[config.mk]
export PLATFORM = sky130hd
export DESIGN_NAME = ex_stage
export DESIGN_NICKNAME = d
export VERILOG_FILES = /design/src/rtl/ex_stage_pkg.sv /design/src/rtl/ex_stage_alu.sv /design/src/rtl/ex_stage.sv
export SDC_FILE = /design/constraint.sdc
export NUM_CORES = 1
export LEC_CHECK = 0
export CORE_UTILIZATION = 30
export CTS_CLUSTER_DIAMETER = 60
export DETAILED_ROUTE_END_ITERATION = 12
export REMOVE_ABC_BUFFERS = 1
export SYNTH_ARGS = -nofsm -noshare
export SYNTH_HDL_FRONTEND = slang
export SYNTH_SLANG_ARGS = --single-unit
[constraint.sdc]
create_clock -name clock -period 7.7 [get_ports clock]
set_input_delay 1.54 -clock clock [delete_from_list [all_inputs] [get_ports clock]]
set_output_delay 1.54 -clock clock [all_outputs]
set_load 0.05 [all_outputs]
[src/rtl/ex_stage_pkg.sv]
// Bus payloads and ALU encoding shared by the execute stage.
// CPU_EX_BACK_PASS_DATA_EN adds forwarding data to the EX->ID back-pass bus.
package ex_stage_params;

   localparam int unsigned DATA_WIDTH     = 32;
   localparam int unsigned REG_ADDR_WIDTH = 5;
   localparam int unsigned IMM_WIDTH      = 16;
   localparam int unsigned ALU_OP_WIDTH   = 12;

   // One-hot bit positions within alu_operation
   localparam int unsigned ALU_ADD  = 0;
   localparam int unsigned ALU_SUB  = 1;
   localparam int unsigned ALU_SLT  = 2;
   localparam int unsigned ALU_SLTU = 3;
   localparam int unsigned ALU_AND  = 4;
   localparam int unsigned ALU_NOR  = 5;
   localparam int unsigned ALU_OR   = 6;
   localparam int unsigned ALU_XOR  = 7;
   localparam int unsigned ALU_SLL  = 8;
   localparam int unsigned ALU_SRL  = 9;
   localparam int unsigned ALU_SRA  = 10;
   localparam int unsigned ALU_LUI  = 11;

   typedef struct packed {
      logic [DATA_WIDTH-1:0]     program_count;
      logic [DATA_WIDTH-1:0]     source_register_value;
      logic [DATA_WIDTH-1:0]     multi_use_register_value;
      logic [IMM_WIDTH-1:0]      immediate;
      logic [REG_ADDR_WIDTH-1:0] destination_register;
      logic                      memory_write;
      logic                      register_write;
      logic                      source1_is_shift_amount;
      logic                      source1_is_program_count;
      logic                      source2_is_immediate;
      logic                      source2_is_8;
      logic                      is_load_operation;
      logic [ALU_OP_WIDTH-1:0]   alu_operation;
   } IDToEXDecodePayload;

   typedef struct packed {
      logic               valid;
      IDToEXDecodePayload data;
   } IDToEXDecodeBusData;

   typedef struct packed {
      logic                      valid;
      logic [DATA_WIDTH-1:0]     program_count;
      logic [DATA_WIDTH-1:0]     alu_result;
      logic [REG_ADDR_WIDTH-1:0] destination_register;
      logic                      register_write;
      logic                      result_from_memory;
   } EXToIOData;

   typedef struct packed {
      logic                      valid;
      logic [REG_ADDR_WIDTH-1:0] write_register;
`ifdef CPU_EX_BACK_PASS_DATA_EN
      logic [DATA_WIDTH-1:0]     write_data;
      logic                      data_ready;
`endif
   } EXToIDBackPassData;

endpackage

[src/rtl/ex_stage_alu.sv]
// Combinational MIPS ALU driven by a one-hot operation vector.
// An all-zero operation vector produces zero.
module alu
   import ex_stage_params::*;
(
   input  logic [ALU_OP_WIDTH-1:0] op,
   input  logic [DATA_WIDTH-1:0]   src1,
   input  logic [DATA_WIDTH-1:0]   src2,
   output logic [DATA_WIDTH-1:0]   result
);

   logic [DATA_WIDTH-1:0] w_add;
   logic [DATA_WIDTH-1:0] w_sub;
   logic [DATA_WIDTH-1:0] w_slt;
   logic [DATA_WIDTH-1:0] w_sltu;
   logic [DATA_WIDTH-1:0] w_sll;
   logic [DATA_WIDTH-1:0] w_srl;
   logic [DATA_WIDTH-1:0] w_sra;
   logic [DATA_WIDTH-1:0] w_lui;
   logic [4:0]            w_shamt;

   assign w_shamt = src1[4:0];
   assign w_add   = src1 + src2;
   assign w_sub   = src1 - src2;
   assign w_slt   = {31'b0, ($signed(src1) < $signed(src2))};
   assign w_sltu  = {31'b0, (src1 < src2)};
   assign w_sll   = src2 << w_shamt;
   assign w_srl   = src2 >> w_shamt;
   assign w_sra   = 32'($signed(src2) >>> w_shamt);
   assign w_lui   = {src2[15:0], 16'b0};

   // AND-OR select; one-hot op guarantees at most one term contributes
   always_comb begin
      result = '0;
      if (op[ALU_ADD])  result = result | w_add;
      if (op[ALU_SUB])  result = result | w_sub;
      if (op[ALU_SLT])  result = result | w_slt;
      if (op[ALU_SLTU]) result = result | w_sltu;
      if (op[ALU_AND])  result = result | (src1 & src2);
      if (op[ALU_NOR])  result = result | ~(src1 | src2);
      if (op[ALU_OR])   result = result | (src1 | src2);
      if (op[ALU_XOR])  result = result | (src1 ^ src2);
      if (op[ALU_SLL])  result = result | w_sll;
      if (op[ALU_SRL])  result = result | w_srl;
      if (op[ALU_SRA])  result = result | w_sra;
      if (op[ALU_LUI])  result = result | w_lui;
   end

endmodule

[src/rtl/ex_stage.sv]
// MIPS execute stage: ID/EX handshake, operand muxing, ALU and data-SRAM request.
// CPU_EX_BACK_PASS_DATA_EN adds write_data/data_ready to the back-pass bus.
module ex_stage
   import ex_stage_params::*;
(
   input  logic                     clock,
   input  logic                     reset,
   input  logic                     io_allow_in,
   output logic                     ex_allow_in,
   input  IDToEXDecodeBusData       id_to_ex_decode_bus,
   output EXToIOData                ex_to_io_bus,
   output EXToIDBackPassData        ex_to_id_back_pass_bus,
   output logic                     data_ram_enabled,
   output logic [3:0]               data_ram_write_enabled,
   output logic [DATA_WIDTH-1:0]    data_ram_address,
   output logic [DATA_WIDTH-1:0]    data_ram_write_data
);

   logic                  r_ex_valid;
   IDToEXDecodePayload    r_payload;
   logic                  w_ex_ready_go;
   logic                  w_ex_allow_in;
   logic [DATA_WIDTH-1:0] w_src1;
   logic [DATA_WIDTH-1:0] w_src2;
   logic [DATA_WIDTH-1:0] w_alu_result;
   logic                  w_ram_enabled;

   assign w_ex_ready_go = 1'b1;
   assign w_ex_allow_in = !r_ex_valid || (w_ex_ready_go && io_allow_in);
   assign ex_allow_in   = w_ex_allow_in;

   always_ff @(posedge clock) begin
      if (reset) begin
         r_ex_valid <= 1'b0;
      end else if (w_ex_allow_in) begin
         r_ex_valid <= id_to_ex_decode_bus.valid;
      end
   end

   // Payload carries no reset: its contents matter only while r_ex_valid is set
   always_ff @(posedge clock) begin
      if (id_to_ex_decode_bus.valid && w_ex_allow_in) begin
         r_payload <= id_to_ex_decode_bus.data;
      end
   end

   always_comb begin
      w_src1 = r_payload.source_register_value;
      if (r_payload.source1_is_shift_amount) begin
         w_src1 = {27'b0, r_payload.immediate[10:6]};
      end else if (r_payload.source1_is_program_count) begin
         w_src1 = r_payload.program_count;
      end
   end

   always_comb begin
      w_src2 = r_payload.multi_use_register_value;
      if (r_payload.source2_is_immediate) begin
         w_src2 = {{16{r_payload.immediate[15]}}, r_payload.immediate};
      end else if (r_payload.source2_is_8) begin
         w_src2 = 32'd8;
      end
   end

   alu u_alu (
      .op     (r_payload.alu_operation),
      .src1   (w_src1),
      .src2   (w_src2),
      .result (w_alu_result)
   );

   // Request only in the cycle the bundle hands off, so a stall never repeats it
   assign w_ram_enabled = r_ex_valid
                        && (r_payload.is_load_operation || r_payload.memory_write)
                        && io_allow_in;

   assign data_ram_enabled       = w_ram_enabled;
   assign data_ram_write_enabled = {4{r_payload.memory_write && w_ram_enabled}};
   assign data_ram_address       = w_alu_result;
   assign data_ram_write_data    = r_payload.multi_use_register_value;

   always_comb begin
      ex_to_io_bus.valid                = r_ex_valid && w_ex_ready_go;
      ex_to_io_bus.program_count        = r_payload.program_count;
      ex_to_io_bus.alu_result           = w_alu_result;
      ex_to_io_bus.destination_register = r_payload.destination_register;
      ex_to_io_bus.register_write       = r_payload.register_write;
      ex_to_io_bus.result_from_memory   = r_payload.is_load_operation;
   end

   always_comb begin
      ex_to_id_back_pass_bus.valid          = r_ex_valid && r_payload.register_write;
      ex_to_id_back_pass_bus.write_register = r_payload.destination_register;
`ifdef CPU_EX_BACK_PASS_DATA_EN
      ex_to_id_back_pass_bus.write_data     = w_alu_result;
      ex_to_id_back_pass_bus.data_ready     = !r_payload.is_load_operation;
`endif
   end

endmodule

After elaboration in Yosys (flattened, before gate mapping) --
Cells that the tools add are included.
Operators by class: reductions and logical operators 8, shift-type cells 3, add/sub/neg operators 2, bitwise gates (word level) 15, magnitude comparators 2, multiplexer cells 16
Operator list (count):
- 32-bit two-way mux | 16
- 32-bit OR | 10
- 32-bit < comparator | 2
- 32-bit by 1-bit OR with 32-bit output | 2
- 32-bit adder | 1
- 32-bit bitwise AND | 1
- 32-bit inverter | 1
- 32-bit by 5-bit << shifter with 32-bit output | 1
- 32-bit by 5-bit right shift with 32-bit output | 1
- 32-bit by 5-bit >>> shifter with 32-bit output | 1
- 32-bit subtractor | 1
- 32-bit XOR | 1
- 1-bit logical AND | 5
- 1-bit logical OR | 2
- 1-bit zero test | 1
Word-level totals: word-level logic and storage cells 60, register bits 137, input bits 140, output and inout bits 148

Depth between registers and ports, before layout --
Gate-level depths: netlist (run 1).
depth in word-level cells 26, gate-level depth with buffers 21

By module --
From an unflattened synthesis (run 1), not the netlist that was laid out.
Second synthesis, totals: cell total of the unflattened synthesis 1692, area total of the unflattened synthesis 14740.4 um2
By module, submodules not included:
- alu | instances 1, cells an instance 1316, area an instance 8911.0 um2, sequential area each 0.0 um2
- ex_stage | instances 1, cells an instance 376, area an instance 5829.3 um2, sequential area each 4103.9 um2

Worst setup path after synthesis (run 1) --
Ideal clock, no wire load.
path type reg-to-output, from reg r_payload[13] (netlist bit), to out ex_to_io_bus[35] (netlist bit), stages on the path, launching flop included 19, buffers on the path 7, arrival time 5986 ps, slack 174 ps, cells stage by stage edfxtp_1 -> clkbuf_1 -> nor2_1 -> clkbuf_1 -> buf_1 -> buf_1 -> buf_1 -> a21oi_1 -> ha_1 -> clkbuf_1 -> inv_1 -> a21oi_1 -> o21ba_2 -> o21bai_1 -> a21oi_1 -> o2111ai_1 -> and2_1 -> o311ai_0 -> buf_4
Between the ends: cells in the longest elaborated chain, start to end 26, elaborated cells between the ends (all ways) 34, classes of those cells add/sub (2); shift (3); mux (14); bitwise (15)
Ends and longest elaborated chain:
- from (decl) | RTL line ex_stage.sv:20 | IDToEXDecodePayload r_payload;
- from (signal assigned) | RTL line ex_stage.sv:43 | r_payload <= id_to_ex_decode_bus.data;
- 32-bit two-way mux * | RTL line ex_stage.sv:60 | end else if (r_payload.source2_is_8) begin
- 32-bit two-way mux * | RTL line ex_stage.sv:58 | if (r_payload.source2_is_immediate) begin
- 32-bit adder | RTL line ex_stage_alu.sv:23 | assign w_add = src1 + src2;
- 32-bit two-way mux | RTL line ex_stage_alu.sv:35 | if (op[ALU_ADD]) result = result | w_add;
- 32-bit OR | RTL line ex_stage_alu.sv:36 | if (op[ALU_SUB]) result = result | w_sub;
- 32-bit two-way mux | RTL line ex_stage_alu.sv:36
- 32-bit by 1-bit OR with 32-bit output | RTL line ex_stage_alu.sv:37 | if (op[ALU_SLT]) result = result | w_slt;
- 32-bit two-way mux | RTL line ex_stage_alu.sv:37
- [... 10 more ...]
- 32-bit OR | RTL line ex_stage_alu.sv:43 | if (op[ALU_SLL]) result = result | w_sll;
- 32-bit two-way mux | RTL line ex_stage_alu.sv:43
- 32-bit OR | RTL line ex_stage_alu.sv:44 | if (op[ALU_SRL]) result = result | w_srl;
- 32-bit two-way mux | RTL line ex_stage_alu.sv:44
- 32-bit OR | RTL line ex_stage_alu.sv:45 | if (op[ALU_SRA]) result = result | w_sra;
- 32-bit two-way mux | RTL line ex_stage_alu.sv:45
- 32-bit OR | RTL line ex_stage_alu.sv:46 | if (op[ALU_LUI]) result = result | w_lui;
- 32-bit two-way mux * | RTL line ex_stage_alu.sv:46
- to (decl) | RTL line ex_stage.sv:11 | output EXToIOData ex_to_io_bus,
Every way passes the cells marked *; elsewhere a longest branch is shown, timed or not.

Worst setup path after layout (run 1) --
from reg r_payload[15] (netlist bit), to out data_ram_address[26]
Between the ends: cells in the longest elaborated chain, start to end 26, elaborated cells between the ends (all ways) 34, classes of those cells add/sub (2); shift (3); mux (14); bitwise (15)
Ends and longest elaborated chain:
- 32-bit two-way mux * | RTL line ex_stage.sv:51 | end else if (r_payload.source1_is_program_count) begin
- 32-bit two-way mux * | RTL line ex_stage.sv:49 | if (r_payload.source1_is_shift_amount) begin
- 32-bit adder | RTL line ex_stage_alu.sv:23
- 32-bit two-way mux | RTL line ex_stage_alu.sv:35
- 32-bit OR | RTL line ex_stage_alu.sv:36
- 32-bit two-way mux | RTL line ex_stage_alu.sv:36
- 32-bit by 1-bit OR with 32-bit output | RTL line ex_stage_alu.sv:37
- 32-bit two-way mux | RTL line ex_stage_alu.sv:37
- [... 10 more ...]
- 32-bit OR | RTL line ex_stage_alu.sv:43
- 32-bit two-way mux | RTL line ex_stage_alu.sv:43
- 32-bit OR | RTL line ex_stage_alu.sv:44
- 32-bit two-way mux | RTL line ex_stage_alu.sv:44
- 32-bit OR | RTL line ex_stage_alu.sv:45
- 32-bit two-way mux * | RTL line ex_stage_alu.sv:45
- 32-bit OR | RTL line ex_stage_alu.sv:46
- 32-bit two-way mux * | RTL line ex_stage_alu.sv:46
- to (decl) | RTL line ex_stage.sv:15 | output logic [DATA_WIDTH-1:0] data_ram_address,
Marked as above.

==> results of run 1 <==
[metal layers]
metal,vias to the layer above,part of all wire (%),GRT usage (%)
li1,6733,-,-
met5,-,0.021,0
met3,162,8.6,6.26
met1,7355,41,34.8
met4,2,6.2,16.8
met2,867,44,40.9
[state kept, by name, indices dropped and copies added (netlist names)]
register                cells
data_ram_write_data        32
ex_to_id_back_pass_bus      5
ex_to_io_bus               34
r_ex_valid                  1
r_payload                  65
[cell type report]
class | instances | area (µm²) | share of cell area [%]
Clock buffer | 18 | 429 | 2.34
Clock inverter | 14 | 173 | 0.942
Inverter | 105 | 397 | 2.16
Multi-Input combinational cell | 1284 | 8790 | 47.9
Sequential cell | 137 | 4100 | 22.4
Tap cell | 615 | 769 | 4.20
Timing Repair Buffer | 362 | 3670 | 20.0
[kinds of logic after synthesis]
group,after synthesis,synth area share [%]
xor+xnor,15,0.895
compound gates,610,27.9
buf+inv,343,12.2
simple gates,439,13.8
flops,137,28.0
fa+ha+maj,98,8.46
mux,122,8.78
[worst max-delay path, stage by stage, from the launching register on]
cell,delay (ps)
edfxtp_1,580
buf_4,510
mux2i_1,180
or2_2,330
ha_1,500
inv_1,140
or4_1,530
o21ai_1,410
a211oi_1,210
o31ai_1,620
a21boi_0,220
xor2_1,180
o21ai_0,660
buf_12,220
[path summary, 6_finish.rpt]
kind,startpoint,cells past startpoint,end
worst max-delay path,r_payload[15]$_DFFE_PP_,13,data_ram_address[26]
worst max register to register,r_ex_valid$_SDFFE_PP0N_,3,ex_to_io_bus[41]$_DFFE_PP_
worst min-delay path,r_ex_valid$_SDFFE_PP0N_,2,r_ex_valid$_SDFFE_PP0N_
worst min register to register,r_ex_valid$_SDFFE_PP0N_,2,r_ex_valid$_SDFFE_PP0N_
[stage by stage]
step	std cells	TNS [ps]	worst slack, ps	area, µm²	util [%]
2_1_floorplan	1526	-63910	-3330	13300	-
3_3_place_gp	2503	0	1050	17700	37.0
3_5_place_dp	2503	0	951	17700	37.0
4_1_cts	2535	0	365	18300	38.2
5_1_grt	2535	0	68.0	18300	38.2
6_report	2535	0	308	18300	38.2
[power breakdown]
part           leakage, nW  internal [W]  switching [W]
sequential            1.32      0.000875      0.0000388
combinational         5.71      0.000602        0.00115
clock                0.286      0.000510       0.000356
[cell usage in the layout (no fill, tap or decap), drive strengths merged, types with 22 or more instances in the layout]
master         instances
buf                  127
mux2i                100
nor3                  38
edfxtp               136
o21ai                105
clkdlybuf4s50        235
nor2                 131
o211ai                49
inv                  104
nand3                 25
nand2                141
ha                    96
a221oi                39
or2                   36
a21oi                167
a22oi                 24
o22ai                 25
a211oi                22
==> impl_metrics.tcl, run 1 <==
set metrics [dict create \
    status "finished, final reports clean" \
    synth_most_common_cell "a21oi_1" \
    worstSkewPairLatency_ps 480 \
    drv_cap 0 \
    num_vias 15100 \
    nets 2145 \
    syn_inst 1764 \
    finalCritPeriodShare_pct 96.0 \
    arrival_ps 5850 \
    power.density_nw_per_um2 193 \
    cts_setup_buffers 0 \
    worstPathRequired_ps 6160 \
    synth_top_area_share_pct 27.8 \
    antenna_cells 0 \
    hold_buffers 0 \
    ios 288 \
    wire_per_inst_um 26.9 \
    synth_seq_cells 137 \
    die_x_um 223 \
    syn-cell-area_um2 14700 \
    path_class "reg2out" \
    cts_tree "done" \
    grt_max_degree 83 \
    setup_viol 0 \
    synth_area_leaders "edfxtp_1 (28%), ha_1 (8.2%), mux2i_1 (6.8%), buf_4 (5.9%), a21oi_1 (5.7%)" \
    gr-total-overflow 0 \
    fmax_ghz 0.135 \
    cts_root_buffer "clkbuf_16" \
    hold_slack_ps 586 \
    synthArstFlopShare_pct 0 \
    slew-limit-headroom_pct 21.0 \
    finalPower_w 0.00353 \
    yosys_warnings 0 \
    vias_per_cell 5.96 \
    grt_pass1_wl_mm 99.1 \
    hp-class "reg2reg" \
    yosys.area.top_type "edfxtp_1" \
    maxSlewViolCount 0 \
    final-hold-violation-count 0 \
    grt_pass1_vias 14600 \
    worst-path-max-fanout 27 \
    end_kind "primary output" \
    rows 80 \
    dr.first_iter.drc_count 1737 \
    yosysSeqAreaShare_pct 28.0 \
    finClkSkew_ps 12.6 \
    vdd.ir_drop.worst_v 0.000153 \
    syn_avg_cell_area_um2 8.32 \
    rrSetupSlack_ps 5680 \
    floorplan.initialDensity_pct 30.6 \
    antenna_found_initial 1 \
    synth_edf_count 136 \
    die_y_um 223 \
    period_needed_ps 7390 \
    ant_nets 0 \
    synth_flop_cell "edfxtp_1" \
    first_pass_iters 6 \
    track_usage_pct 27.1 \
    cts.sinks 137 \
    cts_buffer_depth 2 \
    drt-total-wl_mm 68.1 \
    drc 0 \
    p_leak_nw 7.32 \
    cts_made_buffers 17 \
    ctsResizeCount 0 \
    cp-start-kind "flop" \
    hpwl_mm 52.9 \
    die-area_um2 49800 \
    synth_cell_types 83 \
    rsz0062_at_grt "false" \
    layout-drive-gt1-share_pct 12.3 \
    place.gp.congestion 1.06 \
    worst_slew_pin_slew_ps 1180 \
    core_area_um2 47900 \
    fillers 4832 \
    area_delta_synth_final_pct 24.9 \
    h-tree-depth 4 \
    portBuffers 287 \
    clk_pin_slew_ps 60 \
    yosys-top-cells-count "a21oi_1 (166), nand2_1 (141), edfxtp_1 (136)" \
]
No activity file was read; power rests on OpenSTA's default activity.
==> inputs of run 2 (changes only) <==
Settings changed: PLACE_DENSITY set to 0.56.
==> run 2 against run 1 <==
Net effect:
- the flow now finishes with violations (capacitance limit)
- sequential power shrank 0.7%
- flip-flop and latch count is the same
- utilization shrank 0.42 points
- clock skew shrank 6.7 ps
- final area shrank 1.1%
- cell count shrank 0.75%
- via count shrank 1.6%
- combinational power is essentially flat
- sequential share of layout area grew 0.25 points
- global-route usage shrank 0.25 points
==> impl_metrics.tcl, run 2 (same netlist as run 1, synthesis figures left out) <==
set metrics [dict create \
    hpwl_mm 52.0 \
    drt-total-wl_mm 67.4 \
    worstReg2RegStart "r_ex_valid$_SDFFE_PP0N_" \
    cts_buffer_depth 2 \
    violations "capacitance limit" \
    antenna_found_initial 0 \
    status "finished with violations" \
    period_needed_ps 7380 \
    grt_pass1_wl_mm 97.6 \
    die_y_um 223 \
    worstSkewPairLatency_ps 480 \
    die-area_um2 49800 \
    final_common_cell "clkdlybuf4s50_1" \
    drv_cap 1 \
    ant_nets 0 \
    ctsResizeCount 0 \
    worstPathRequired_ps 6160 \
    floorplan.initialDensity_pct 30.6 \
    top_register "r_payload" \
    slew-limit-headroom_pct 1.96 \
    vias_per_cell 5.91 \
    maxSlewViolCount 0 \
    die_x_um 223 \
    drc 0 \
    core_area_um2 47900 \
    antenna_cells 0 \
    final_cell_mix "clkdlybuf4s50_1 (233), a21oi_1 (166), nand2_1 (141)" \
    cts_root_buffer "clkbuf_16" \
    hold_buffers 0 \
    area_delta_synth_final_pct 23.6 \
    grt_max_degree 98 \
    grt_pass1_vias 14300 \
    worstSetupStartpoint "r_payload[15]$_DFFE_PP_" \
    clk_pin_slew_ps 60 \
    worst_slew_pin_slew_ps 1450 \
    cts_made_buffers 17 \
    place.gp.congestion 1.02 \
    rows 80 \
    hold_slack_ps 588 \
    r2r_cells 3 \
    worst-path-max-fanout 16 \
    vdd.ir_drop.worst_v 0.000138 \
    track_usage_pct 26.8 \
    cts_tree "done" \
    setup_viol 0 \
    path_class "reg2out" \
    cts.sinks 137 \
    final-hold-violation-count 0 \
    arrival_ps 5840 \
    finalPower_w 0.00344 \
    cp-start-kind "flop" \
    layout-drive-gt1-share_pct 11.5 \
    min_delay_path_depth 2 \
    power.density_nw_per_um2 190 \
    gr-total-overflow 0 \
    hp-class "reg2reg" \
    fillers 4865 \
    fmax_ghz 0.135 \
    largest_reg_flops 65 \
    ios 288 \
    p_leak_nw 7.21 \
    finClkSkew_ps 5.96 \
    first_pass_iters 5 \
    dr.first_iter.drc_count 1573 \
    portBuffers 287 \
    num_vias 14900 \
    end_kind "primary output" \
    wire_per_inst_um 26.8 \
    nets 2126 \
    worstHoldStart "r_ex_valid$_SDFFE_PP0N_" \
    rsz0062_at_grt "false" \
    h-tree-depth 4 \
    finalCritPeriodShare_pct 95.9 \
    cts_setup_buffers 0 \
]
[run 2: final cells by class]
class	count	area [µm²]	area share (%)
Tap cell	615	769	4.24
Multi-Input combinational cell	1284	8780	48.5
Clock inverter	15	128	0.704
Sequential cell	137	4100	22.6
Timing Repair Buffer	343	3520	19.4
Clock buffer	17	425	2.35
Inverter	105	397	2.19
[run 2: critical path: stages (launching register included)]
cell and delay, ps:
edfxtp_1 400, mux2_4 370, o21ai_4 480, ha_1 440, inv_1 110, fa_1 460, a21oi_1 240, o21ai_1 190
a31oi_1 460, o31a_1 340, o2111ai_1 180, and2_1 250, o311ai_0 1170, buf_12 240
[run 2: final timing paths]
kind         slack, ps                      end
max                320         ex_to_io_bus[35]
min                590  r_ex_valid$_SDFFE_PP0N_
max reg2reg       5710  r_payload[74]$_DFFE_PP_
min reg2reg        590  r_ex_valid$_SDFFE_PP0N_
[run 2: through the flow]
stage / utilization (%) / TNS [ps] / instance area (µm²) / worst slack, ps / std cells
2_1_floorplan: - / -63910 / 13300 / -3330 / 1526
3_3_place_gp: 36.7 / 0 / 17600 / 1010 / 2484
3_5_place_dp: 36.7 / 0 / 17600 / 876 / 2484
4_1_cts: 37.8 / 0 / 18100 / 318 / 2516
5_1_grt: 37.8 / 0 / 18100 / 35.5 / 2516
6_report: 37.8 / 0 / 18100 / 317 / 2516
[run 2: power by group]
part	switching (W)	internal [W]	total, W
combinational	0.00114	0.000587	0.00173
clock	0.000361	0.000442	0.000803
sequential	0.0000334	0.000875	0.000908
[run 2: layer usage]
layer  GRT usage (%)  part of all wire (%)  vias up
li1                -                     -     6711
met4            16.4                   6.0        0
met5               0                     0        -
met1            34.4                    41     7256
met3            4.94                   6.9      142
met2            41.8                    46      763
==> inputs of run 3 (changes only) <==
Settings changed: SLEW_MARGIN set to 20.
==> run 3 against run 2 <==
Net effect:
- the flow now finishes without violations
- die area stayed put
- combinational power about the same
- setup slack gained 4.1 ps
- register-to-register slack better by 30 ps
- clock-buffer cell count stayed put
- final area did not move
- largest cell class unchanged
==> impl_metrics.tcl, run 3 (same netlist as run 1, synthesis figures left out) <==
set metrics [dict create \
    p_leak_nw 7.21 \
    rsz0062_at_grt "false" \
    vdd.ir_drop.worst_v 0.000138 \
    path_class "reg2out" \
    ant_nets 0 \
    slew-limit-headroom_pct 27.6 \
    drv_cap 0 \
    worst-path-max-fanout 42 \
    drc 0 \
    crit_family "compound AO/OA/AOI/OAI gates" \
    final-hold-violation-count 0 \
    grt_max_degree 98 \
    rows 80 \
    first_pass_iters 6 \
    layout-drive-gt1-share_pct 11.5 \
    core_area_um2 47900 \
    gr-total-overflow 0 \
    cts_tree "done" \
    grt_pass1_wl_mm 97.3 \
    p_int_w 0.00190 \
    finalCritPeriodShare_pct 95.8 \
    worst_path_max_delay_cell "o21ai_0" \
    p_seq_share_pct 26.4 \
    final_common_cell "clkdlybuf4s50_1" \
    h-tree-depth 4 \
    area_delta_synth_final_pct 23.6 \
    period_needed_ps 7380 \
    antenna_cells 0 \
    cts.sinks 137 \
    dr.first_iter.drc_count 1546 \
    nets 2126 \
    fillers 4894 \
    die_y_um 223 \
    cp_num_buf_inv 2 \
    worstPathRequired_ps 6160 \
    worst_slack_ps 321 \
    clk_pin_slew_ps 60 \
    status "finished, final reports clean" \
    cp_cell_sequence "nor2_2 -> buf_4 -> a22oi_1 -> ha_1 -> nand3_1 -> or4_1 -> o21ai_1 -> a211oi_1 -> o31ai_1 -> nor2_1 -> o21ai_0 -> a221oi_1 -> o21ai_0 -> buf_12" \
    pwr-share-comb_pct 50.2 \
    wire_per_inst_um 26.8 \
    cts_setup_buffers 0 \
    grt_pass1_vias 14200 \
    arrival_ps 5840 \
    cts_buffer_depth 2 \
    die_x_um 223 \
    p_sw_w 0.00154 \
    vias_per_cell 5.91 \
    final_cell_mix "clkdlybuf4s50_1 (233), a21oi_1 (166), nand2_1 (141)" \
    cts_made_buffers 17 \
    min_delay_path_depth 2 \
    die-area_um2 49800 \
    netSwitchingFraction_pct 44.7 \
    hpwl_mm 52.0 \
    critPathMaxStageDelay_ps 650 \
    ctsResizeCount 0 \
    rrSetupSlack_ps 5740 \
    cp.depth 14 \
    cp-start-kind "flop" \
    place_area_um2 17600 \
    largest_reg_flops 65 \
    hp-class "reg2reg" \
    ios 288 \
    finClkSkew_ps 7.56 \
    r2r_cells 3 \
    top_register "r_payload" \
    antenna_found_initial 0 \
    pre_cts_ws_ps 925 \
    portBuffers 287 \
    num_vias 14900 \
    setup_viol 0 \
    final_util_pct 37.8 \
    end_kind "primary output" \
    drt-total-wl_mm 67.4 \
    power.density_nw_per_um2 190 \
    worstSkewPairLatency_ps 490 \
    crit_top_cell "o21ai_0" \
    hold_buffers 0 \
    cts_root_buffer "clkbuf_16" \
    clock_power_share_pct 23.4 \
    place.gp.congestion 1.02 \
    track_usage_pct 26.8 \
    floorplan.initialDensity_pct 30.6 \
    fmax_ghz 0.136 \
    maxSlewViolCount 0 \
    post-route-cell-area_um2 18100 \
    worst_slew_pin_slew_ps 1080 \
]
==> run 3: changes by cell type in the layout (fill, tap and decap cells not counted) <==
cell      change
o311ai_1      +1
o311ai_0      -1
==> run 3: power by group through the flow <==
stage	Clock (W)	Sequential, W	Combinational [W]
after global routing	0.000859	0.000913	0.00182
after CTS	0.000840	0.000909	0.00170
after global placement	0	0.000924	0.00169
final	0.000806	0.000908	0.00173
after detailed placement	0	0.000924	0.00169
after floorplan	0	0.00101	0.000917
==> run 3: per-stage QoR <==
step	setup TNS, ps	total power, W	hold slack, ps	instances
after CTS	0	0.00345	605	2516
final	0	0.00344	589	2516
after detailed placement	0	0.00262	592	2484
after global placement	0	0.00262	577	2484
after global routing	0	0.00359	642	2516
after floorplan	-63910	0.00193	1140	1526
==> run 3: layout make-up <==
cell class | instances | area [µm²] | share of cell area, %
tap | 615 | 769 | 4.24
clock buffer | 17 | 425 | 2.35
multi-input combinational | 1284 | 8780 | 48.5
clock inverter | 15 | 128 | 0.704
timing repair buffer | 343 | 3520 | 19.4
inverter | 105 | 397 | 2.19
sequential | 137 | 4100 | 22.6
==> run 3: worst min-delay path, delay by kind of cell, from the launching register on <==
kind	cells	cell delay (ps)
DFF	1	340
AOI/OAI and AO/OA	1	80
and+or+nand+nor	1	130
==> run 3: final timing paths <==
kind,startpoint,end
setup reg to reg,r_ex_valid$_SDFFE_PP0N_,data_ram_write_data[5]$_DFFE_PP_
hold reg to reg,r_ex_valid$_SDFFE_PP0N_,r_ex_valid$_SDFFE_PP0N_
hold / removal,r_ex_valid$_SDFFE_PP0N_,r_ex_valid$_SDFFE_PP0N_
setup / recovery,r_payload[13]$_DFFE_PP_,data_ram_address[24]
==> run 3: metal layers <==
layer | track usage [%] | share of wire, % | wire length (µm)
met4 | 16.5 | 6.2 | 4180
met2 | 41.7 | 45 | 30400
met5 | 0 | 0 | 0
met3 | 4.66 | 7.1 | 4760
met1 | 34.5 | 42 | 28000
